==> src/rtl/fp_norm_round_pkg.sv <==
// rtl/fp_norm_round_pkg.sv - shared FP datapath definitions (widths, rounding modes, flag bundle)
package fp_defs;

  localparam int C_OP           = 32;
  localparam int C_MANT         = 23;
  localparam int C_EXP          = 8;
  localparam int C_MANT_PRENORM = 48;
  localparam int C_EXP_PRENORM  = 10;
  localparam int C_BIAS         = 2 ** (C_EXP - 1) - 1;

  typedef enum logic [2:0] {
    C_RM_NEAREST  = 3'd0,
    C_RM_TRUNC    = 3'd1,
    C_RM_MINUSINF = 3'd2,
    C_RM_PLUSINF  = 3'd3
  } fp_rm_e;

  typedef struct packed {
    logic                      sign;
    logic [C_EXP_PRENORM-1:0]  exp;
    logic [C_MANT_PRENORM-1:0] mant;
  } fp_prenorm_t;

  typedef struct packed {
    logic of;
    logic uf;
    logic nx;
  } fp_flags_t;

endpackage

==> src/rtl/fp_lzc.sv <==
// rtl/fp_lzc.sv - leading-zero counter; cnt_o = W when the input is all zero
module fp_lzc #(
  parameter  int W  = 47,
  localparam int CW = $clog2(W + 1)
) (
  input  logic [W-1:0]  data_i,
  output logic [CW-1:0] cnt_o,
  output logic          zero_o
);

  // Scanning upward lets the highest set bit win.
  always_comb begin
    cnt_o = CW'(W);
    for (int i = 0; i < W; i++) begin
      if (data_i[i]) cnt_o = CW'(W - 1 - i);
    end
  end

  assign zero_o = ~|data_i;

endmodule

==> src/rtl/fp_norm_round.sv <==
// rtl/fp_norm_round.sv - 2-stage normalise/round/pack stage with valid/ready back-pressure
// Gradual underflow is built when FP_NORM_ROUND_DENORMAL_EN is defined, otherwise tiny results flush to zero.
module fp_norm_round
  import fp_defs::*;
#(
  parameter int OP_W       = C_OP,
  parameter int MANT_W     = C_MANT,
  parameter int EXP_W      = C_EXP,
  parameter int MANT_PRE_W = C_MANT_PRENORM,
  parameter int EXP_PRE_W  = C_EXP_PRENORM
) (
  input  logic                  clk_i,
  input  logic                  rst_ni,
  input  logic                  valid_i,
  output logic                  ready_o,
  input  logic                  sign_i,
  input  logic [EXP_PRE_W-1:0]  exp_i,
  input  logic [MANT_PRE_W-1:0] mant_i,
  input  logic [2:0]            rm_i,
  output logic                  valid_o,
  input  logic                  ready_i,
  output logic [OP_W-1:0]       result_o,
  output logic                  of_o,
  output logic                  uf_o,
  output logic                  nx_o
);

  localparam int NORM_W = MANT_PRE_W - 1;
  localparam int IE_W   = EXP_PRE_W + 1;
  localparam int LZ_W   = $clog2(NORM_W + 1);
  localparam int G_IDX  = NORM_W - 2 - MANT_W;

  localparam logic [IE_W-1:0] EXP_ALL1 = IE_W'(2 ** EXP_W - 1);
  localparam logic [OP_W-2:0] INF_MAG  = {{EXP_W{1'b1}}, {MANT_W{1'b0}}};
  localparam logic [OP_W-2:0] MAX_MAG  = {{(EXP_W-1){1'b1}}, 1'b0, {MANT_W{1'b1}}};

  logic s1_valid, s2_valid, s1_en, s2_en;

  assign s2_en   = !s2_valid || ready_i;
  assign s1_en   = !s1_valid || s2_en;
  assign ready_o = s1_en;

  // ---------------- stage 1: normalise ----------------
  logic [NORM_W-1:0] lz_in, norm_d;
  logic [LZ_W-1:0]   lz_cnt;
  logic              lz_zero, sticky_d;
  logic [IE_W-1:0]   exp_ext, exp_d;

  assign lz_in   = mant_i[MANT_PRE_W-2:0];
  assign exp_ext = {exp_i[EXP_PRE_W-1], exp_i};

  fp_lzc #(.W(NORM_W)) u_lzc (
    .data_i (lz_in),
    .cnt_o  (lz_cnt),
    .zero_o (lz_zero)
  );

  always_comb begin
    norm_d   = lz_in << lz_cnt;
    sticky_d = 1'b0;
    exp_d    = exp_ext - {{(IE_W-LZ_W){1'b0}}, lz_cnt};
    if (mant_i[MANT_PRE_W-1]) begin
      norm_d   = mant_i[MANT_PRE_W-1:1];
      sticky_d = mant_i[0];
      exp_d    = exp_ext + IE_W'(1);
    end
  end

  logic              s1_sign, s1_sticky, s1_zero;
  logic [IE_W-1:0]   s1_exp;
  logic [NORM_W-1:0] s1_norm;
  logic [2:0]        s1_rm;

  always_ff @(posedge clk_i) begin
    if (!rst_ni) begin
      s1_valid  <= 1'b0;
      s1_sign   <= 1'b0;
      s1_exp    <= '0;
      s1_norm   <= '0;
      s1_sticky <= 1'b0;
      s1_rm     <= '0;
      s1_zero   <= 1'b0;
    end else if (s1_en) begin
      s1_valid <= valid_i;
      if (valid_i) begin
        s1_sign   <= sign_i;
        s1_exp    <= exp_d;
        s1_norm   <= norm_d;
        s1_sticky <= sticky_d;
        s1_rm     <= rm_i;
        s1_zero   <= !mant_i[MANT_PRE_W-1] && lz_zero;
      end
    end
  end

  // ---------------- stage 2: round and pack ----------------
  logic              tiny, g_bit, s_bit, inexact, up, ovf, r_sticky;
  logic [NORM_W-1:0] r_mant;
  logic [IE_W-1:0]   e_base, final_exp;
  logic [MANT_W:0]   sig;
  logic [MANT_W+1:0] sum;
  logic [OP_W-1:0]   res_d;
  fp_flags_t         flags_d;

  assign tiny = s1_exp[IE_W-1] || (s1_exp == '0);

`ifdef FP_NORM_ROUND_DENORMAL_EN
  logic [IE_W-1:0]     den_diff;
  logic [LZ_W-1:0]     den_sh;
  logic [2*NORM_W-1:0] den_wide;

  assign den_diff = IE_W'(1) - s1_exp;
  assign den_sh   = (den_diff >= IE_W'(NORM_W)) ? LZ_W'(NORM_W) : den_diff[LZ_W-1:0];
  assign den_wide = {s1_norm, {NORM_W{1'b0}}} >> (tiny ? den_sh : LZ_W'(0));

  always_comb begin
    r_mant   = den_wide[2*NORM_W-1:NORM_W];
    r_sticky = s1_sticky || (|den_wide[NORM_W-1:0]);
    e_base   = tiny ? '0 : s1_exp - IE_W'(1);
  end
`else
  always_comb begin
    r_mant   = s1_norm;
    r_sticky = s1_sticky;
    e_base   = s1_exp - IE_W'(1);
  end
`endif

  // The top two sum bits carry the hidden bit plus any rounding carry, so adding
  // them to (exp - 1) gives the final exponent for normal and subnormal results alike.
  always_comb begin
    sig     = r_mant[NORM_W-1 -: MANT_W+1];
    g_bit   = r_mant[G_IDX];
    s_bit   = (|r_mant[G_IDX-1:0]) || r_sticky;
    inexact = g_bit || s_bit;
    case (s1_rm)
      C_RM_NEAREST:  up = g_bit && (s_bit || sig[0]);
      C_RM_PLUSINF:  up = inexact && !s1_sign;
      C_RM_MINUSINF: up = inexact && s1_sign;
      default:       up = 1'b0;
    endcase
    sum       = {1'b0, sig} + {{(MANT_W+1){1'b0}}, up};
    final_exp = e_base + {{(IE_W-2){1'b0}}, sum[MANT_W+1:MANT_W]};
    ovf       = !tiny && (final_exp >= EXP_ALL1);

    res_d      = {s1_sign, final_exp[EXP_W-1:0], sum[MANT_W-1:0]};
    flags_d.of = 1'b0;
    flags_d.uf = 1'b0;
    flags_d.nx = inexact;
    if (s1_zero) begin
      res_d      = {s1_sign, {(OP_W-1){1'b0}}};
      flags_d.nx = 1'b0;
    end else if (tiny) begin
`ifdef FP_NORM_ROUND_DENORMAL_EN
      flags_d.uf = inexact;
`else
      res_d      = {s1_sign, {(OP_W-1){1'b0}}};
      flags_d.uf = 1'b1;
      flags_d.nx = 1'b1;
`endif
    end else if (ovf) begin
      flags_d.of = 1'b1;
      flags_d.nx = 1'b1;
      case (s1_rm)
        C_RM_NEAREST:  res_d = {s1_sign, INF_MAG};
        C_RM_PLUSINF:  res_d = {s1_sign, s1_sign ? MAX_MAG : INF_MAG};
        C_RM_MINUSINF: res_d = {s1_sign, s1_sign ? INF_MAG : MAX_MAG};
        default:       res_d = {s1_sign, MAX_MAG};
      endcase
    end
  end

  logic [OP_W-1:0] s2_result;
  fp_flags_t       s2_flags;

  always_ff @(posedge clk_i) begin
    if (!rst_ni) begin
      s2_valid  <= 1'b0;
      s2_result <= '0;
      s2_flags  <= '0;
    end else if (s2_en) begin
      s2_valid <= s1_valid;
      if (s1_valid) begin
        s2_result <= res_d;
        s2_flags  <= flags_d;
      end
    end
  end

  assign valid_o  = s2_valid;
  assign result_o = s2_result;
  assign of_o     = s2_flags.of;
  assign uf_o     = s2_flags.uf;
  assign nx_o     = s2_flags.nx;

endmodule

==> config.mk <==
export PLATFORM = sky130hd
export DESIGN_NAME = fp_norm_round
export DESIGN_NICKNAME = d
export VERILOG_FILES = /design/src/rtl/fp_norm_round_pkg.sv /design/src/rtl/fp_lzc.sv /design/src/rtl/fp_norm_round.sv
export SDC_FILE = /design/constraint.sdc
export NUM_CORES = 1
export LEC_CHECK = 0
export CAP_MARGIN = 20
export CORE_MARGIN = 5
export CORE_UTILIZATION = 38
export DETAILED_ROUTE_END_ITERATION = 10
export HOLD_SLACK_MARGIN = 0.15
export PLACE_DENSITY = 0.64
export SLEW_MARGIN = 30
export SYNTH_ARGS = -nofsm -noshare
export SYNTH_HDL_FRONTEND = slang
export SYNTH_HIERARCHICAL = 1
export SYNTH_SLANG_ARGS = --single-unit
==> constraint.sdc <==
create_clock -name clk_i -period 11.2 [get_ports clk_i]
set_input_delay 1.68 -clock clk_i [delete_from_list [all_inputs] [get_ports clk_i]]
set_output_delay 1.68 -clock clk_i [all_outputs]
set_load 0.1 [all_outputs]
==> results of run 1 <==
-- worst paths after layout --
| check | slack (ns) | cells past startpoint | from | endpoint |
|---|---|---|---|---|
| worst max-delay path | 5.18 | 16 | mant_i[8] | s1_exp[10] |
| worst min-delay path | 0.45 | 2 | of_o | of_o |
| worst max register to register | 5.67 | 20 | r_mant[16] | result_o[23] |
| worst min register to register | 0.45 | 2 | of_o | of_o |
-- layout by cell type (no fill, tap or decap), types with 11 or more instances in the layout --
master           instances
o211ai_1                11
xnor2_1                 21
mux2i_1                 33
nor3_1                  37
and2_1                  11
a31oi_1                 15
clkdlybuf4s50_1        101
mux4_2                  43
inv_1                   40
a221oi_1                21
dfxtp_1                101
nand2_1                149
a211oi_1                11
mux2_2                  12
ha_1                    28
a21oi_1                 97
nor2_1                  97
buf_4                   15
nor4_1                  15
a221oi_2                21
xor2_1                  14
o21ai_0                 66
nand3_1                 28
-- where the power goes --
part | internal (uW) | total, uW | switching [uW]
sequential | 391 | 417 | 25.5
combinational | 207 | 587 | 379
clock | 197 | 343 | 147
-- sequential cells by signal (all words and copies together) (netlist names) --
| register | flops |
|---|---|
| result_o | 32 |
| s1_rm | 3 |
| of_o | 1 |
| s1_sign | 1 |
| r_sticky | 1 |
| s1_zero | 1 |
| uf_o | 1 |
| s1_exp | 11 |
| nx_o | 1 |
| valid_o | 1 |
| r_mant | 47 |
| s1_valid | 1 |
-- worst min-delay path, stage by stage, from the launching register on --
cell     delay [ns]
dfxtp_1        0.31
nand2_1        0.05
a21oi_1        0.05
-- cells by family after synthesis --
family / count (synthesis) / share of synthesized area
AND/OR/NAND/NOR: 409 / 0.2144
AO/OA/AOI/OAI: 332 / 0.2643
buffers and inverters: 127 / 0.06310
flip-flops: 101 / 0.2231
multiplexers: 88 / 0.1582
XOR/XNOR: 35 / 0.03383
adder cells (fa/ha/maj): 30 / 0.04308
-- layer usage --
layer / share of wire / vias to the layer above
li1: - / 4299
met1: 0.45 / 4276
met2: 0.44 / 413
met3: 0.080 / 55
met4: 0.033 / 0
met5: 0 / -
-- layout make-up --
type | instances | area, um^2 | area share
Multi-Input combinational cell | 894 | 6509 | 0.6171
Sequential cell | 101 | 2022 | 0.1917
Clock buffer | 9 | 225.2 | 0.02135
Tap cell | 319 | 399.1 | 0.03784
Clock inverter | 7 | 95.09 | 0.009015
Timing Repair Buffer | 117 | 1129 | 0.1070
Inverter | 45 | 168.9 | 0.01601
-- per-stage QoR --
| step | hold slack (ns) | power [uW] | instances | area, um^2 |
|---|---|---|---|---|
| final | 0.4547 | 1346 | 1492 | 10550 |
| after global placement | 0.4387 | 999.1 | 1476 | 10230 |
| after global routing | 0.4829 | 1418 | 1492 | 10550 |
| after detailed placement | 0.4453 | 1004 | 1476 | 10230 |
| after CTS | 0.4561 | 1349 | 1492 | 10550 |
| after floorplan | 0.4311 | 858.3 | 1122 | 9062 |
==> impl_results.md, run 1 <==
* Status: completed
* Largest net degree at the start of global routing at 75
* Number of enable flip-flop cells after synthesis at 0
* Postcts setup bufs at 0
* CP max-delay cell: buf_4
* Num CTS Buffers at 9
* Filler instances at 2346
* Setup TNS at 0 ns
* Grt peak-use layer: met2
* Shortest period the worst path allows at 6.024 ns
* Slew HR at 0.3183
* Share of cells above drive strength 1 at 0.1270
* Vias in the first global route at 8482
* Fmax at 166.0 MHz
* GR Util All Layers at 0.2170
* Gp weighted congestion at 0.9290
* Top-count cell post-synth: nand2_1
* H-tree levels at 3
* DIE AREA at 0.02704 mm^2
* Buf+Inv Stages, Crit Path at 2
* Main synth FF type: dfxtp_1
* Initial drt markers at 937
* Antenna violations before repair at 0
* HP Class: reg -> reg
* CP Launch Type: input port
* Crit share post-route at 0.5378
* Worst-case clock buffer depth at 2
* CP endpoint kind: flip-flop
* # Max-Cap Violations at 0
* Yosys cell types at 87
* Core Area at 0.02347 mm^2
* RSZ-0062 raised after global routing: no
* Gate Count Post-Synth at 1122
* Die height at 164.4 um
* Number of port buffers at 102
* Final Hold Fails at 0
* Top post-synthesis cells by area: dfxtp_1 22%, mux4_2 11%, nand2_1 6.2%
* Req. time, crit path at 11.47 ns
* Area fraction of the dominant cell type after synthesis at 0.2231
* Crit path cell chain: clkdlybuf4s50_1, or4_1, o21ai_0, a31oi_1, o21ai_4, buf_4, nor2_1, a21oi_1, a211oi_1, ha_1, o21ai_0, a21oi_1, o41a_1, a31oi_1, xnor2_1, a211oi_1
* Met1 GRT Util at 0.3088
* Worst-Skew Late Latency at 0.36 ns
* TritonCTS clock tree: built
* Syn nets at 1218
* Crit path max-delay family: compound AO/OA/AOI/OAI gates
* First-pass GRT wire length at 47.00 mm
* WL final at 30.14 mm
* Clk root buf: clkbuf_16
* First-pass DRT Iterations at 5
* PwrDens at 127.7 mW/mm^2
* Fin. max-slew vios at 0
* GRT overflow at 0
* Mean Syn Cell Area at 8.077 um^2
* Yosys reg bits at 101
* Post-synth ARST share at 0
* Worst-margin pin slew at 1.019 ns
* Cell Rows at 56
* Initial core utilization at 0.3861
* Pre-CTS setup slack at 4.751 ns
* Die X at 164.4 um
* Crit-path max FO at 37
* Synth area leader: dfxtp_1
* Setup violators final at 0
* Sink Count at 101
* Wirelength per Cell at 20.20 um
* Final Worst Setup Slack at 5.176 ns
* Area growth from synthesis to layout at 16.39%
* NumNets Final at 1264
* Arrival time at the worst endpoint at 6.29 ns
* Clk_skew at 0.01405 ns
* Worst VDD drop at 0.06571 mV
* Number of top-level pins at 103
* N_diodes at 0
* DP Wirelength at 22.08 mm
* CP peak stage delay at 0.63 ns
* Vias per cell at 6.061
* Antenna Nets Post-Route at 0
* Critical path class: in -> reg
* Hold buffers post-CTS at 0
* Yosys warns at 6
* Met3 Use GR at 0.03669
* Sequential area share after synthesis at 0.2231
* Post-Syn Area at 0.009062 mm^2
* Vias after detailed routing at 9043
* Synth cell count leaders: 150 x nand2_1, 101 x dfxtp_1, 98 x nor2_1, 97 x a21oi_1, 67 x o21ai_0
* DRC viols at 0
* Post-layout util at 0.4494
* Post-CTS Resized at 0
* GR met2 Demand/Resource at 0.3280
* Clk slew on worst S/H paths at 0.07 ns
* Leak at 0.003884 uW
(Power assumes the default switching activity.)
==> run 2: changes to the inputs <==
--- a/config.mk
+++ b/config.mk
@@ -10,7 +10,7 @@
 export CORE_UTILIZATION = 38
 export DETAILED_ROUTE_END_ITERATION = 10
 export HOLD_SLACK_MARGIN = 0.15
-export PLACE_DENSITY = 0.64
+export PLACE_DENSITY = 0.66
 export SLEW_MARGIN = 30
 export SYNTH_ARGS = -nofsm -noshare
 export SYNTH_HDL_FRONTEND = slang
==> constraint.sdc (replaced) <==
create_clock -name clk_i -period 5.4 [get_ports clk_i]
set_input_delay 0.81 -clock clk_i [delete_from_list [all_inputs] [get_ports clk_i]]
set_output_delay 0.81 -clock clk_i [all_outputs]
set_load 0.1 [all_outputs]
==> run 2 against run 1 <==
Worst hold slack improved by 0.0022 ns. Final cell count grew 1.9%. Sequential power is 110% higher. Core utilization increased by 1.1 points. Critical path type unchanged. Die area did not move. Register-to-register slack got worse by 5.2 ns. Critical endpoint is now s1_exp[9]. First-iteration DRC count fell by 12%. Global-route usage up 0.57 points. Routed wire length grew 2.6%. Sequential share of layout area shrank 0.46 points.
==> impl_results.md, run 2 (same netlist as run 1, synthesis figures left out) <==
* Fin area at 0.01081 mm^2
* WL final at 30.92 mm
* Setup TNS at 0 ns
* Critical path class: in -> reg
* Buf+Inv Stages, Crit Path at 1
* DIE AREA at 0.02704 mm^2
* CP endpoint kind: flip-flop
* Arrival time at the worst endpoint at 5.29 ns
* Final Hold Fails at 0
* Wirelength per Cell at 20.34 um
* Hold buffers post-CTS at 0
* Vias per cell at 6.081
* PwrDens at 264.8 mW/mm^2
* RSZ-0062 raised after global routing: no
* Share of cells above drive strength 1 at 0.1474
* Req. time, crit path at 5.60 ns
* N_diodes at 0
* Worst hold start: s1_rm[2]
* Commonest non-fill, non-tap cell in the layout: nand2_1
* Slew HR at 0.3351
* Hold depth at 2
* R2r startpoint: r_mant[2]
* CP Launch Type: input port
* Commonest non-fill, non-tap cells in the layout: 149 x nand2_1, 101 x clkdlybuf4s50_1, 101 x dfxtp_1
* Shortest period the worst path allows at 5.083 ns
* Initial drt markers at 823
* Number of port buffers at 102
* Setup violators final at 0
* Sink Count at 101
* Crit-path max FO at 7
* Gp weighted congestion at 1.015
* Worst VDD drop at 0.1499 mV
* DRC viols at 0
* Antenna Nets Post-Route at 0
* Worst-case clock buffer depth at 2
* H-tree levels at 3
* Clk_skew at 0.008217 ns
* Antenna violations before repair at 0
* DP Wirelength at 23.23 mm
* Die height at 164.4 um
* Clk slew on worst S/H paths at 0.07 ns
* CP peak stage delay at 0.64 ns
* Leak at 0.004030 uW
* Post-CTS Resized at 0
* R2R setup slack at 0.48 ns
* GR Util All Layers at 0.2227
* Number of top-level pins at 103
* NumNets Final at 1292
* # Max-Cap Violations at 0
* Placed inst area at 0.01047 mm^2
* Postcts setup bufs at 0
* Crit share post-route at 0.9413
* Area growth from synthesis to layout at 19.26%
* Core Area at 0.02347 mm^2
* Largest register FFs at 47
* Fin. max-slew vios at 0
* First-pass DRT Iterations at 5
* GRT overflow at 0
* Clk root buf: clkbuf_16
* Status: completed
* CP max-delay cell: clkdlybuf4s50_1
* Worst Reg-to-Reg Cells at 21
* TritonCTS clock tree: built
* Fmax at 196.7 MHz
* Reg2Reg Capture Point: result_o[1]
* Largest net degree at the start of global routing at 63
* Initial core utilization at 0.3861
* Vias in the first global route at 8566
* Worst-margin pin slew at 0.9942 ns
* Vias after detailed routing at 9243
* Num CTS Buffers at 9
* Crit path cell chain: clkdlybuf4s50_1, nor4_2, nand3_1, nor4_1, a31oi_4, nor2_1, a31oi_1, a311oi_1, ha_1, a21o_1, a31o_2, a41oi_1, mux2i_1, o311ai_0
* Hold endpoint: s1_rm[2]
* Die X at 164.4 um
* Worst-Skew Late Latency at 0.35 ns
* Crit path max-delay family: simple AND/OR/NAND/NOR gates
* First-pass GRT wire length at 47.94 mm
* Cell Rows at 56
* HP Class: reg -> reg
run 2: tightest hold or removal path, stage by stage (launching register included):
cell and delay (ns):
dfxtp_1 0.31, nand2_1 0.05, a21oi_1 0.05
run 2: layer usage:
layer | vias up | wire (um) | track usage | part of all wire
met5 | - | 0 | 0 | 0
met4 | 0 | 1024 | 0.07977 | 0.033
met3 | 59 | 2407 | 0.04292 | 0.078
met2 | 412 | 13830 | 0.3439 | 0.45
met1 | 4410 | 13660 | 0.3110 | 0.44
li1 | 4362 | - | - | -
run 2: through the flow:
| stage | util | worst slack (ns) | instances | total power, uW | hold slack (ns) |
|---|---|---|---|---|---|
| 2_1_floorplan | - | 0.9784 | 1122 | 1780 | 0.4311 |
| 3_3_place_gp | 0.4461 | 0.05644 | 1504 | 2134 | 0.4438 |
| 3_5_place_dp | 0.4461 | 0.04859 | 1504 | 2139 | 0.4475 |
| 4_1_cts | 0.4602 | 0.3851 | 1520 | 2864 | 0.4573 |
| 5_1_grt | 0.4604 | 0.1511 | 1520 | 3008 | 0.4763 |
| 6_report | 0.4604 | 0.3170 | 1520 | 2861 | 0.4570 |
run 2: where the power goes:
group          switching [uW]  leakage, uW  internal, uW
registers                53.4     0.000831           811
clock network             298     0.000156           422
logic                     804      0.00304           472
run 2: area by class of cell:
cell class,count,area (um^2)
repair buffers,145,1376
multi-input cells,894,6510
well taps,319,399.1
flip-flops and latches,101,2022
inverters,45,168.9
clock inverters,6,92.59
fillers,2351,12660
clock buffers,10,239.0
run 2: worst max path at each step:
stage	startpoint	end	cells after the start
6_report	mant_i[39]	s1_exp[9]	14
5_1_grt	r_mant[2]	result_o[23]	20
4_1_cts	r_sticky	result_o[23]	21
3_5_place_dp	mant_i[39]	s1_exp[9]	14
3_3_place_gp	mant_i[39]	s1_exp[9]	14
2_1_floorplan	mant_i[28]	s1_exp[10]	17
